File: src/rtl/mac_seq_pkg.sv
// Shared types and default sizes for the MAC dot-product sequencer.
package mac_seq_pkg;

    localparam int unsigned DefDw    = 4;
    localparam int unsigned DefAccW  = 8;
    localparam int unsigned DefLenW  = 4;
    localparam int unsigned DefDepth = 4;

    typedef enum logic [2:0] {
        StIdle,
        StClear,
        StRun,
        StDrain,
        StDone
    } state_e;

endpackage

File: src/rtl/mac_seq_fifo.sv
// Small synchronous FIFO holding operand pairs; pointers carry one extra wrap bit
// so full and empty can be told apart. No bypass: a full FIFO refuses a push even
// when a pop happens in the same cycle.
module mac_seq_fifo #(
    parameter int unsigned Width = 8,
    parameter int unsigned Depth = 4
) (
    input  logic             clk,
    input  logic             rst_n,
    input  logic             push,
    input  logic             pop,
    input  logic [Width-1:0] wdata,
    output logic [Width-1:0] rdata,
    output logic             full,
    output logic             empty
);

    localparam int unsigned PtrW = $clog2(Depth);

    logic [PtrW:0]      wr_ptr_q;
    logic [PtrW:0]      rd_ptr_q;
    logic [Width-1:0]   mem_q [Depth];
    logic               do_push;
    logic               do_pop;

    assign empty   = (wr_ptr_q == rd_ptr_q);
    assign full    = (wr_ptr_q[PtrW] != rd_ptr_q[PtrW]) &&
                     (wr_ptr_q[PtrW-1:0] == rd_ptr_q[PtrW-1:0]);
    assign do_push = push & ~full;
    assign do_pop  = pop & ~empty;
    assign rdata   = mem_q[rd_ptr_q[PtrW-1:0]];

    // Pointer update; reset empties the FIFO.
    always_ff @(posedge clk) begin
        if (!rst_n) begin
            wr_ptr_q <= '0;
            rd_ptr_q <= '0;
        end else begin
            if (do_push) wr_ptr_q <= wr_ptr_q + 1'b1;
            if (do_pop)  rd_ptr_q <= rd_ptr_q + 1'b1;
        end
    end

    // Storage write; contents are don't-care while the slot is not occupied.
    always_ff @(posedge clk) begin
        if (do_push) mem_q[wr_ptr_q[PtrW-1:0]] <= wdata;
    end

endmodule

File: src/rtl/mac_dot_sequencer.sv
// Feeds operand pairs from a FIFO into the external MAC for a programmable-length
// dot product, then returns the accumulator over a valid/ready handshake.
// Optional feature macro: MAC_SEQ_OVF_EN adds an 'ovf' output flagging that the
// true (unwrapped) sum of products did not fit in ACC_W bits.
module mac_dot_sequencer
    import mac_seq_pkg::*;
#(
    parameter int unsigned DW    = DefDw,
    parameter int unsigned ACC_W = DefAccW,
    parameter int unsigned LEN_W = DefLenW,
    parameter int unsigned DEPTH = DefDepth
) (
    input  logic             clk,
    input  logic             rst_n,
    input  logic             in_valid,
    output logic             in_ready,
    input  logic [DW-1:0]    in_a,
    input  logic [DW-1:0]    in_b,
    input  logic             start,
    input  logic [LEN_W-1:0] vec_len,
    output logic [DW-1:0]    mac_a,
    output logic [DW-1:0]    mac_b,
    output logic             mac_clr,
    input  logic [ACC_W-1:0] acc_in,
    output logic [ACC_W-1:0] result,
    output logic             result_valid,
    input  logic             result_ready,
`ifdef MAC_SEQ_OVF_EN
    output logic             ovf,
`endif
    output logic             busy
);

    state_e             state_q, state_d;
    logic [LEN_W-1:0]   len_q, len_d;
    logic [LEN_W-1:0]   count_q, count_d;
    logic               drain_q, drain_d;
    logic [DW-1:0]      mac_a_q, mac_a_d;
    logic [DW-1:0]      mac_b_q, mac_b_d;
    logic [ACC_W-1:0]   result_q, result_d;
    logic               result_valid_q, result_valid_d;

    logic               fifo_push;
    logic               fifo_pop;
    logic               fifo_full;
    logic               fifo_empty;
    logic [2*DW-1:0]    fifo_rdata;
    logic [DW-1:0]      head_a;
    logic [DW-1:0]      head_b;

`ifdef MAC_SEQ_OVF_EN
    localparam int unsigned ShW = ACC_W + LEN_W;
    logic [ShW-1:0]     shadow_q, shadow_d;
    logic               ovf_q, ovf_d;
    logic [2*DW-1:0]    prod;

    assign prod = (2*DW)'(head_a) * (2*DW)'(head_b);
    assign ovf  = ovf_q;
`endif

    assign in_ready  = ~fifo_full;
    assign fifo_push = in_valid & ~fifo_full;
    assign head_a    = fifo_rdata[2*DW-1:DW];
    assign head_b    = fifo_rdata[DW-1:0];

    mac_seq_fifo #(
        .Width (2*DW),
        .Depth (DEPTH)
    ) u_fifo (
        .clk   (clk),
        .rst_n (rst_n),
        .push  (fifo_push),
        .pop   (fifo_pop),
        .wdata ({in_a, in_b}),
        .rdata (fifo_rdata),
        .full  (fifo_full),
        .empty (fifo_empty)
    );

    // Next-state, issue and result-capture logic.
    always_comb begin
        state_d        = state_q;
        len_d          = len_q;
        count_d        = count_q;
        drain_d        = drain_q;
        mac_a_d        = '0;
        mac_b_d        = '0;
        result_d       = result_q;
        result_valid_d = result_valid_q;
        fifo_pop       = 1'b0;
`ifdef MAC_SEQ_OVF_EN
        shadow_d       = shadow_q;
        ovf_d          = ovf_q;
`endif
        unique case (state_q)
            StIdle: begin
                if (start) begin
                    state_d = StClear;
                    len_d   = vec_len;
                    count_d = '0;
                end
            end
            StClear: begin
                drain_d = 1'b0;
`ifdef MAC_SEQ_OVF_EN
                shadow_d = '0;
`endif
                state_d = (len_q == '0) ? StDrain : StRun;
            end
            StRun: begin
                // An empty FIFO stalls issue; the MAC sees 0*0 that cycle.
                if (!fifo_empty) begin
                    fifo_pop = 1'b1;
                    mac_a_d  = head_a;
                    mac_b_d  = head_b;
                    count_d  = count_q + LEN_W'(1);
`ifdef MAC_SEQ_OVF_EN
                    shadow_d = shadow_q + ShW'(prod);
`endif
                    if (count_q + LEN_W'(1) == len_q) state_d = StDrain;
                end
            end
            StDrain: begin
                // First cycle lets the MAC register the last product.
                if (!drain_q) begin
                    drain_d = 1'b1;
                end else begin
                    drain_d        = 1'b0;
                    result_d       = acc_in;
                    result_valid_d = 1'b1;
`ifdef MAC_SEQ_OVF_EN
                    ovf_d          = |shadow_q[ShW-1:ACC_W];
`endif
                    state_d        = StDone;
                end
            end
            StDone: begin
                if (result_valid_q && result_ready) begin
                    result_valid_d = 1'b0;
                    state_d        = StIdle;
                end
            end
            default: state_d = StIdle;
        endcase
    end

    // State registers with synchronous active-low reset.
    always_ff @(posedge clk) begin
        if (!rst_n) begin
            state_q        <= StIdle;
            len_q          <= '0;
            count_q        <= '0;
            drain_q        <= 1'b0;
            mac_a_q        <= '0;
            mac_b_q        <= '0;
            result_q       <= '0;
            result_valid_q <= 1'b0;
`ifdef MAC_SEQ_OVF_EN
            shadow_q       <= '0;
            ovf_q          <= 1'b0;
`endif
        end else begin
            state_q        <= state_d;
            len_q          <= len_d;
            count_q        <= count_d;
            drain_q        <= drain_d;
            mac_a_q        <= mac_a_d;
            mac_b_q        <= mac_b_d;
            result_q       <= result_d;
            result_valid_q <= result_valid_d;
`ifdef MAC_SEQ_OVF_EN
            shadow_q       <= shadow_d;
            ovf_q          <= ovf_d;
`endif
        end
    end

    assign mac_a        = mac_a_q;
    assign mac_b        = mac_b_q;
    assign mac_clr      = (state_q == StClear);
    assign result       = result_q;
    assign result_valid = result_valid_q;
    assign busy         = (state_q != StIdle);

endmodule

File: config.mk
export PLATFORM = sky130hd
export DESIGN_NAME = mac_dot_sequencer
export DESIGN_NICKNAME = d
export VERILOG_FILES = /design/src/rtl/mac_seq_pkg.sv /design/src/rtl/mac_seq_fifo.sv /design/src/rtl/mac_dot_sequencer.sv
export SDC_FILE = /design/constraint.sdc
export NUM_CORES = 1
export LEC_CHECK = 0
export CORE_AREA = 2 2 79 81
export DETAILED_ROUTE_END_ITERATION = 10
export DIE_AREA = 0 0 81 83
export HOLD_SLACK_MARGIN = 0.08
export MAX_ROUTING_LAYER = met4
export PLACE_DENSITY_LB_ADDON = 0.05
export SYNTH_ARGS = -nofsm -noshare
export SYNTH_HDL_FRONTEND = slang
export SYNTH_SLANG_ARGS = --single-unit
File: constraint.sdc
create_clock -name clk -period 5.42 [get_ports clk]
set_input_delay 0.813 -clock clk [delete_from_list [all_inputs] [get_ports clk]]
set_output_delay 0.813 -clock clk [all_outputs]
set_load 0.05 [all_outputs]
# After elaboration in Yosys (flattened, before gate mapping)
# Memories as Yosys holds them, arrays and structs flattened. A register that Yosys moved wholly into a read port is not among the register bits.
# Index checks and enable logic that the tools add are counted.
[word_totals]
register_bits = 27
mem_bits_rw = 32
input_bits = 25
elab_cells = 65
n_memories = 1
[mem_list]
columns = ["name", "depth", "width", "read_ports", "rd_clocked_by_memory_dff", "write_ports", "line", "source"]
rows = [
  ["u_fifo.mem_q", 4, 8, 1, 1, 1, "mac_seq_fifo.sv:22", "logic [Width-1:0] mem_q [Depth];"],
]
[op_classes]
addsub = 3
n_eq_ne = 13
n_mux = 19
n_bitwise = 7
reduce_logical = 14
[ops]
columns = ["operator", "n"]
rows = [
  ["$mux 3", 5],
  ["$pmux 3 s5", 1],
  ["$ne 2x2->1 const B", 5],
  ["$mux 1", 8],
  ["$mux 4", 2],
  ["$pmux 4 s2", 1],
  ["$add 3x1->3 const B", 2],
  ["$eq 3x2->1 const B", 2],
  ["$reduce_and 3->1", 2],
  ["$reduce_bool 2->1", 3],
  ["$reduce_and 5->1", 1],
  ["$add 4x1->4 const B", 1],
  ["$eq 4x4->1", 1],
  ["$logic_not 4->1", 1],
  ["$not 1->1", 4],
  ["$pmux 1 s2", 2],
  ["$reduce_and 2->1", 2],
  ["$and 1x1->1", 3],
  ["$eq 3x1->1 const B", 1],
  ["$eq 3x3->1", 1],
  ["$eq 3x3->1 const B", 1],
  ["$logic_not 3->1", 1],
  ["$reduce_bool 3->1", 1],
  ["$reduce_or 3->1", 1],
  ["other kinds (3)", 4],
]

# Depth between registers and ports, before layout
# Gate-level depths: netlist (run 1).
[logic_depth]
ltp_word = 7
mapped_depth = 6
mapped_depth_nobuf = 5

# Modules after synthesis
# From an unflattened synthesis (run 1), not the netlist that was laid out.
[unflattened]
cells_unflattened = 246
hier_area_um2 = 2985.4
[by_module_without_submodules]
columns = ["module", "n_inst", "cells_per_inst", "area_per_inst_um2"]
rows = [
  ["mac_seq_fifo", 1, 110, 1724.2],
  ["mac_dot_sequencer", 1, 136, 1261.2],
]

# Worst setup path after synthesis (run 1)
# OpenSTA, ideal clock, no wires.
[synth_path]
path_type = "flip-flop to output port"
start = "reg u_fifo.rd_ptr_q[0]"
end = "out in_ready"
arrival_time_ps = 1266
t_required_ps = 4607
setup_slack_ps = 3341
path_stages_with_launch = 4
path_buffers = 1
path_cell_list = "dfxtp_1 -> buf_6 -> xor2_1 -> or3_1"
[synth_via]
elab_chain_len = 3
[synth_lines]
columns = ["item", "line", "source"]
rows = [
  ["from (decl)", "mac_seq_fifo.sv:21", "logic [PtrW:0] rd_ptr_q;"],
  ["from (signal assigned)", "mac_seq_fifo.sv:40", "if (do_pop) rd_ptr_q <= rd_ptr_q + 1'b1;"],
  ["$eq 2x2->1", "mac_seq_fifo.sv:28", "(wr_ptr_q[PtrW-1:0] == rd_ptr_q[PtrW-1:0]);"],
  ["$logic_and 1x1->1", "mac_seq_fifo.sv:27", "assign full = (wr_ptr_q[PtrW] != rd_ptr_q[PtrW]) &&"],
  ["$not 1->1", "mac_dot_sequencer.sv:61", "assign in_ready = ~fifo_full;"],
  ["to (decl)", "mac_dot_sequencer.sv:16", "output logic in_ready,"],
]
# No other way between the ends.

# Worst setup path after layout (run 1)
# Same ends and word-level chain as after synthesis.

==> flow_summary_export.csv, run 1 <==
group,metric,value,unit
critical_path,crit_required,4.61,ns
yosys,synthesis.nets,245,
yosys,syn_area,2833,um2
clocking,path_clk_slew,0.07,ns
critical_path,cp.arrival,2.42,ns
clocking,clockBufferDepth,2,
place,dp_hpwl,3170,um
floorplanning,rows,28,
timing,rsz0062_at_grt,"no",
finish,regArea,1662,um2
pwr,max-vdd-ir-drop,0.2102,mV
min_path,hp-class,"reg -> reg",
pwr,total_power,1120,uW
pwr,p_leak,0.001297,uW
clocking,cts_buffers,9,
critical_path,critPathCaptureType,"output pin",
drt,route.detailed.drc,0,
floorplanning,fp.dieH,83,um
finish,n_fill_cell,513,
clocking,cts_hold_buf,0,
finish,antenna_cells,0,
timing,setup-violations-final,0,
clocking,htreeDepth,3,
pwr,p_per_area,321.1,nW/um2
yosys,synth-seq-cells,67,
floorplanning,die_x,81,um
drt,dr.pass1.iters,6,
timing,worst_pin_slew,0.6230,ns
critical_path,crit_path_start_kind,"register",
floorplanning,io_pins,45,
drt,drt_first_iter_violations,116,
timing,max-slew-margin-rel,58.41,%
grt,grt_pass1_vias,1732,
place,io_buffers,44,
clocking,cts-resized-gates,0,
yosys,synth_cells,214,
finish,area_growth,23.10,%
yosys,ys_seq_area_share,58.66,%
yosys,ys_warn_count,0,
grt,grt_max_degree,41,
timing,final-hold-violation-count,0,
grt,grt_pass1_wl,8217,um
clocking,cts_tree,"yes",
timing,setup-tns-final,0,ns
clocking,post_cts_buffers,0,
yosys,avgSynthCellArea,13.24,um2
place,place.gp.congestion,0.7150,
outcome,status,"finished, final reports clean",
timing,slew_violations,0,
floorplanning,start_util,48.71,%
yosys,ys_types,39,
drt,avgViaCountPerCell,5.086,
drt,post_drt_wl_per_cell,14.60,um
floorplanning,core,5816,um2
timing,finClkSkew,0.006116,ns
run,drv_cap,0,
timing,layout_worst_path_cycle_share,59.73,%
clocking,insertion_delay,0.33,ns
finish,layout_commonest_cell,"clkdlybuf4s50_1",
drt,antenna_left,0,
critical_path,path_class,"reg -> out",
clocking,root_buffer,"clkbuf_8",
drt,vias,1724,
finish,layout-drive-gt1-share,8.712,%
timing,period_needed,3.237,ns
timing,fmax,308.9,MHz
drt,drt-total-wl,4951,um
finish,nets,290,
finish,mostFrequentLayoutCells,"clkdlybuf4s50_1, dfxtp_1, edfxtp_1, nand2_1, and3_1",
grt,grtUsageTotal,16.85,%
grt,antenna_found_initial,0,
grt,grt.overflow.total,0,
clocking,clkSinkCount,67,
floorplanning,dieArea,6723,um2
finish,multiInputGateArea,1079,um2
critical_path,critPathMaxFanout,11,
[final cells by class]
cell class | instances | share of cell area, %
Clock buffer | 11 | 4.055
Clock inverter | 5 | 1.507
Inverter | 3 | 0.3229
Multi-Input combinational cell | 133 | 30.93
Sequential cell | 67 | 47.65
Tap cell | 75 | 2.691
Timing Repair Buffer | 45 | 12.85
[critical path: stages, from the launching register on]
cell and delay (ns):
dfxtp_1 0.72, xor2_1 0.42, or3_1 0.17, clkdlybuf4s50_1 0.79
[flip-flops by register name (all words and copies together), names as in the netlist]
register / cells
u_fifo.rd_ptr_q: 3
u_fifo.mem_q: 32
mac_b: 4
u_fifo.wr_ptr_q: 3
len_q: 4
drain_q: 1
count_q: 4
result: 8
state_q: 3
result_valid: 1
mac_a: 4
[metal layers]
layer / vias up / part of all wire, % / GRT usage (%)
li1: 876 / - / -
met1: 813 / 49 / 21.94
met2: 31 / 46 / 24.64
met3: 4 / 3.1 / 4.891
met4: 0 / 1.1 / 6.934
met5: - / 0 / -
[per-stage QoR]
step                util (%)  cells  setup WS, ns  hold WS (ns)  cell area [um2]
floorplan                  -    214         3.341        0.4719             2833
global placement       56.63    323         2.550        0.4537             3293
detailed placement     56.63    323         2.509        0.4584             3293
CTS                    59.96    339         2.143        0.4673             3487
global route           59.96    339         2.008        0.4906             3487
finish                 59.96    339         2.183        0.4618             3487
[cells by family after synthesis]
| kind of cell | share of synthesized area (%) |
|---|---|
| mux | 9.762 |
| flops | 58.66 |
| fa+ha+maj | 2.650 |
| xor+xnor | 3.975 |
| simple gates | 15.64 |
| compound gates | 6.051 |
| buf+inv | 3.268 |
[where the power goes]
part / switching [uW] / leakage [uW] / total, uW / internal, uW
Clock: 181 / 0.0000991 / 403 / 223
Sequential: 20.1 / 0.000578 / 574 / 554
Combinational: 72.9 / 0.000621 / 142 / 69.2
Total: 274 / 0.00130 / 1120 / 846
[cell usage after synthesis (all sizes together)]
cell type	instances	area share [%]
dfxtp	35	25
edfxtp	32	34
nand2	26	3.4
and3	11	2.4
a21boi	10	2.7
mux4	8	7.3
nor2b	8	1.8
buf	7	2.3
mux2i	7	2.5
xor2	7	2.4
and2	6	1.3
ha	6	2.7
xnor2	5	1.5
clkbuf	4	0.53
nand2b	4	0.88
nand4b	4	1.2
o21ai	4	0.84
or3	4	0.88
inv	3	0.40
nor2	3	0.40
nor3	3	0.53
a21oi	2	0.35
nand3	2	0.35
nand3b	2	0.53
o31a	2	0.71
a41oi	1	0.31
nor3b	1	0.27
nor4b	1	0.84
o211ai	1	0.27
o221ai	1	0.31
o31ai	1	0.27
o32a	1	0.35
or4	1	0.27
or4b	1	0.49
[worst paths after layout]
check	slack, ns	end	start	depth (start not counted)
hold reg to reg	0.46	result[6]	result[6]	2
setup reg to reg	3.20	u_fifo.mem_q[3][2]	u_fifo.rd_ptr_q[0]	3
hold / removal	0.46	result[6]	result[6]	2
setup / recovery	2.18	in_ready	u_fifo.rd_ptr_q[0]	3
Note: power is estimated with default switching activity, not from simulation.
==> inputs of run 2 (changes only) <==
clock period = 3.25 ns   (was 5.42 ns; I/O delays follow)
==> run 2 against run 1 <==
Compared with the run above:
- clock skew up 0.0057 ns
- clock power up 67%
- power up 67%
- wire length down 3.9%
- critical endpoint unchanged
==> flow_summary_export.csv, run 2 (same netlist as run 1, synthesis figures left out) <==
group,metric,value,unit
timing,slew_violations,0,
min_path,worstHoldStart,"result[6]",
floorplanning,die_x,81,um
place,place.gp.congestion,0.7245,
timing,layout_worst_path_cycle_share,85.01,%
timing,rsz0062_at_grt,"no",
grt,grt_pass1_vias,1672,
run,drv_cap,0,
timing,max-slew-margin-rel,58.78,%
min_path,min_path_cells,2,
critical_path,critPathMaxFanout,11,
floorplanning,start_util,48.71,%
finish,antenna_cells,0,
drt,post_drt_wl_per_cell,14.00,um
timing,whs,0.4608,ns
critical_path,crit_path_start_kind,"register",
grt,antenna_found_initial,0,
timing,period_needed,2.763,ns
timing,setup-violations-final,0,
min_path,hp-class,"reg -> reg",
place,dp_cells,324,
critical_path,r2r-start,"u_fifo.rd_ptr_q[1]",
place,placed_cell_area,3301,um2
clocking,root_buffer,"clkbuf_8",
timing,fmax,362.0,MHz
clocking,cts_tree,"yes",
critical_path,worst_r2r_path_depth,3,
pwr,p_per_area,534.0,nW/um2
finish,layout_commonest_cell,"clkdlybuf4s50_1",
clocking,clkSinkCount,67,
drt,antenna_left,0,
timing,final-hold-violation-count,0,
place,dp_hpwl,3158,um
pwr,max-vdd-ir-drop,0.3911,mV
finish,mostFrequentLayoutCells,"clkdlybuf4s50_1, dfxtp_1, edfxtp_1, nand2_1, and3_1",
timing,finClkSkew,0.01186,ns
clocking,cts_hold_buf,0,
clocking,cts_buffers,9,
grt,grt_max_degree,23,
critical_path,path_class,"reg -> out",
drt,drt_first_iter_violations,79,
drt,drt-total-wl,4759,um
finish,layout-drive-gt1-share,8.679,%
timing,setup-tns-final,0,ns
critical_path,cp.arrival,2.28,ns
drt,route.detailed.drc,0,
floorplanning,io_pins,45,
clocking,clockBufferDepth,2,
critical_path,critPathCaptureType,"output pin",
floorplanning,rows,28,
clocking,htreeDepth,3,
finish,area_growth,23.37,%
critical_path,crit_start,"u_fifo.rd_ptr_q[1]",
floorplanning,dieArea,6723,um2
clocking,path_clk_slew,0.07,ns
outcome,status,"finished, final reports clean",
finish,largest_reg_flops,32,
finish,fin_cells,340,
pwr,p_leak,0.001294,uW
clocking,post_cts_buffers,0,
timing,worst_pin_slew,0.6163,ns
floorplanning,fp.dieH,83,um
drt,vias,1714,
place,io_buffers,44,
critical_path,crit_required,2.76,ns
floorplanning,core,5816,um2
clocking,cts-resized-gates,0,
grt,grt_pass1_wl,7948,um
finish,final_area,3495,um2
drt,avgViaCountPerCell,5.041,
grt,grt.overflow.total,0,
finish,post-route-util,60.09,%
drt,dr.pass1.iters,4,
grt,grtUsageTotal,16.33,%
clocking,insertion_delay,0.34,ns
finish,nets,291,
-- run 2: report_power, final --
part           total (uW)  internal (uW)  switching (uW)
sequential            951            924            26.9
combinational         244            117             127
clock                 671            359             312
-- run 2: area by class of cell --
type | count | area (um2)
Tap cell | 75 | 93.84
Timing Repair Buffer | 46 | 455.4
Clock buffer | 11 | 131.4
Fill cell | 500 | 2321
Sequential cell | 67 | 1662
Clock inverter | 5 | 62.56
Multi-Input combinational cell | 133 | 1079
Inverter | 3 | 11.26
-- run 2: final timing paths --
path	slack [ns]	to
setup reg to reg	1.24	u_fifo.mem_q[3][4]
hold reg to reg	0.46	result[6]
hold / removal	0.46	result[6]
setup / recovery	0.49	in_ready
-- run 2: layer usage --
layer	share of wire (%)	global-route usage, %
met3	4.1	5.217
met1	47	21.32
met4	1.9	6.934
met2	47	23.37
met5	0	-
-- run 2: critical path: stages (launching register included) --
cell             delay (ns)
dfxtp_1                0.64
xor2_2                 0.21
or3_1                  0.38
clkdlybuf4s50_1        0.70
-- run 2: stage by stage --
step / setup WS (ns) / total power [uW]
2_1_floorplan: 1.496 / 1146
3_3_place_gp: 0.8512 / 1217
3_5_place_dp: 0.8133 / 1218
4_1_cts: 0.4433 / 1890
5_1_grt: 0.3613 / 1952
6_report: 0.4872 / 1866
==> inputs of run 3 (changes only) <==
CAP_MARGIN = 20   (was default)
==> results of run 3 <==
No change in the layout: final DEF, timing and power equal those of run 2.
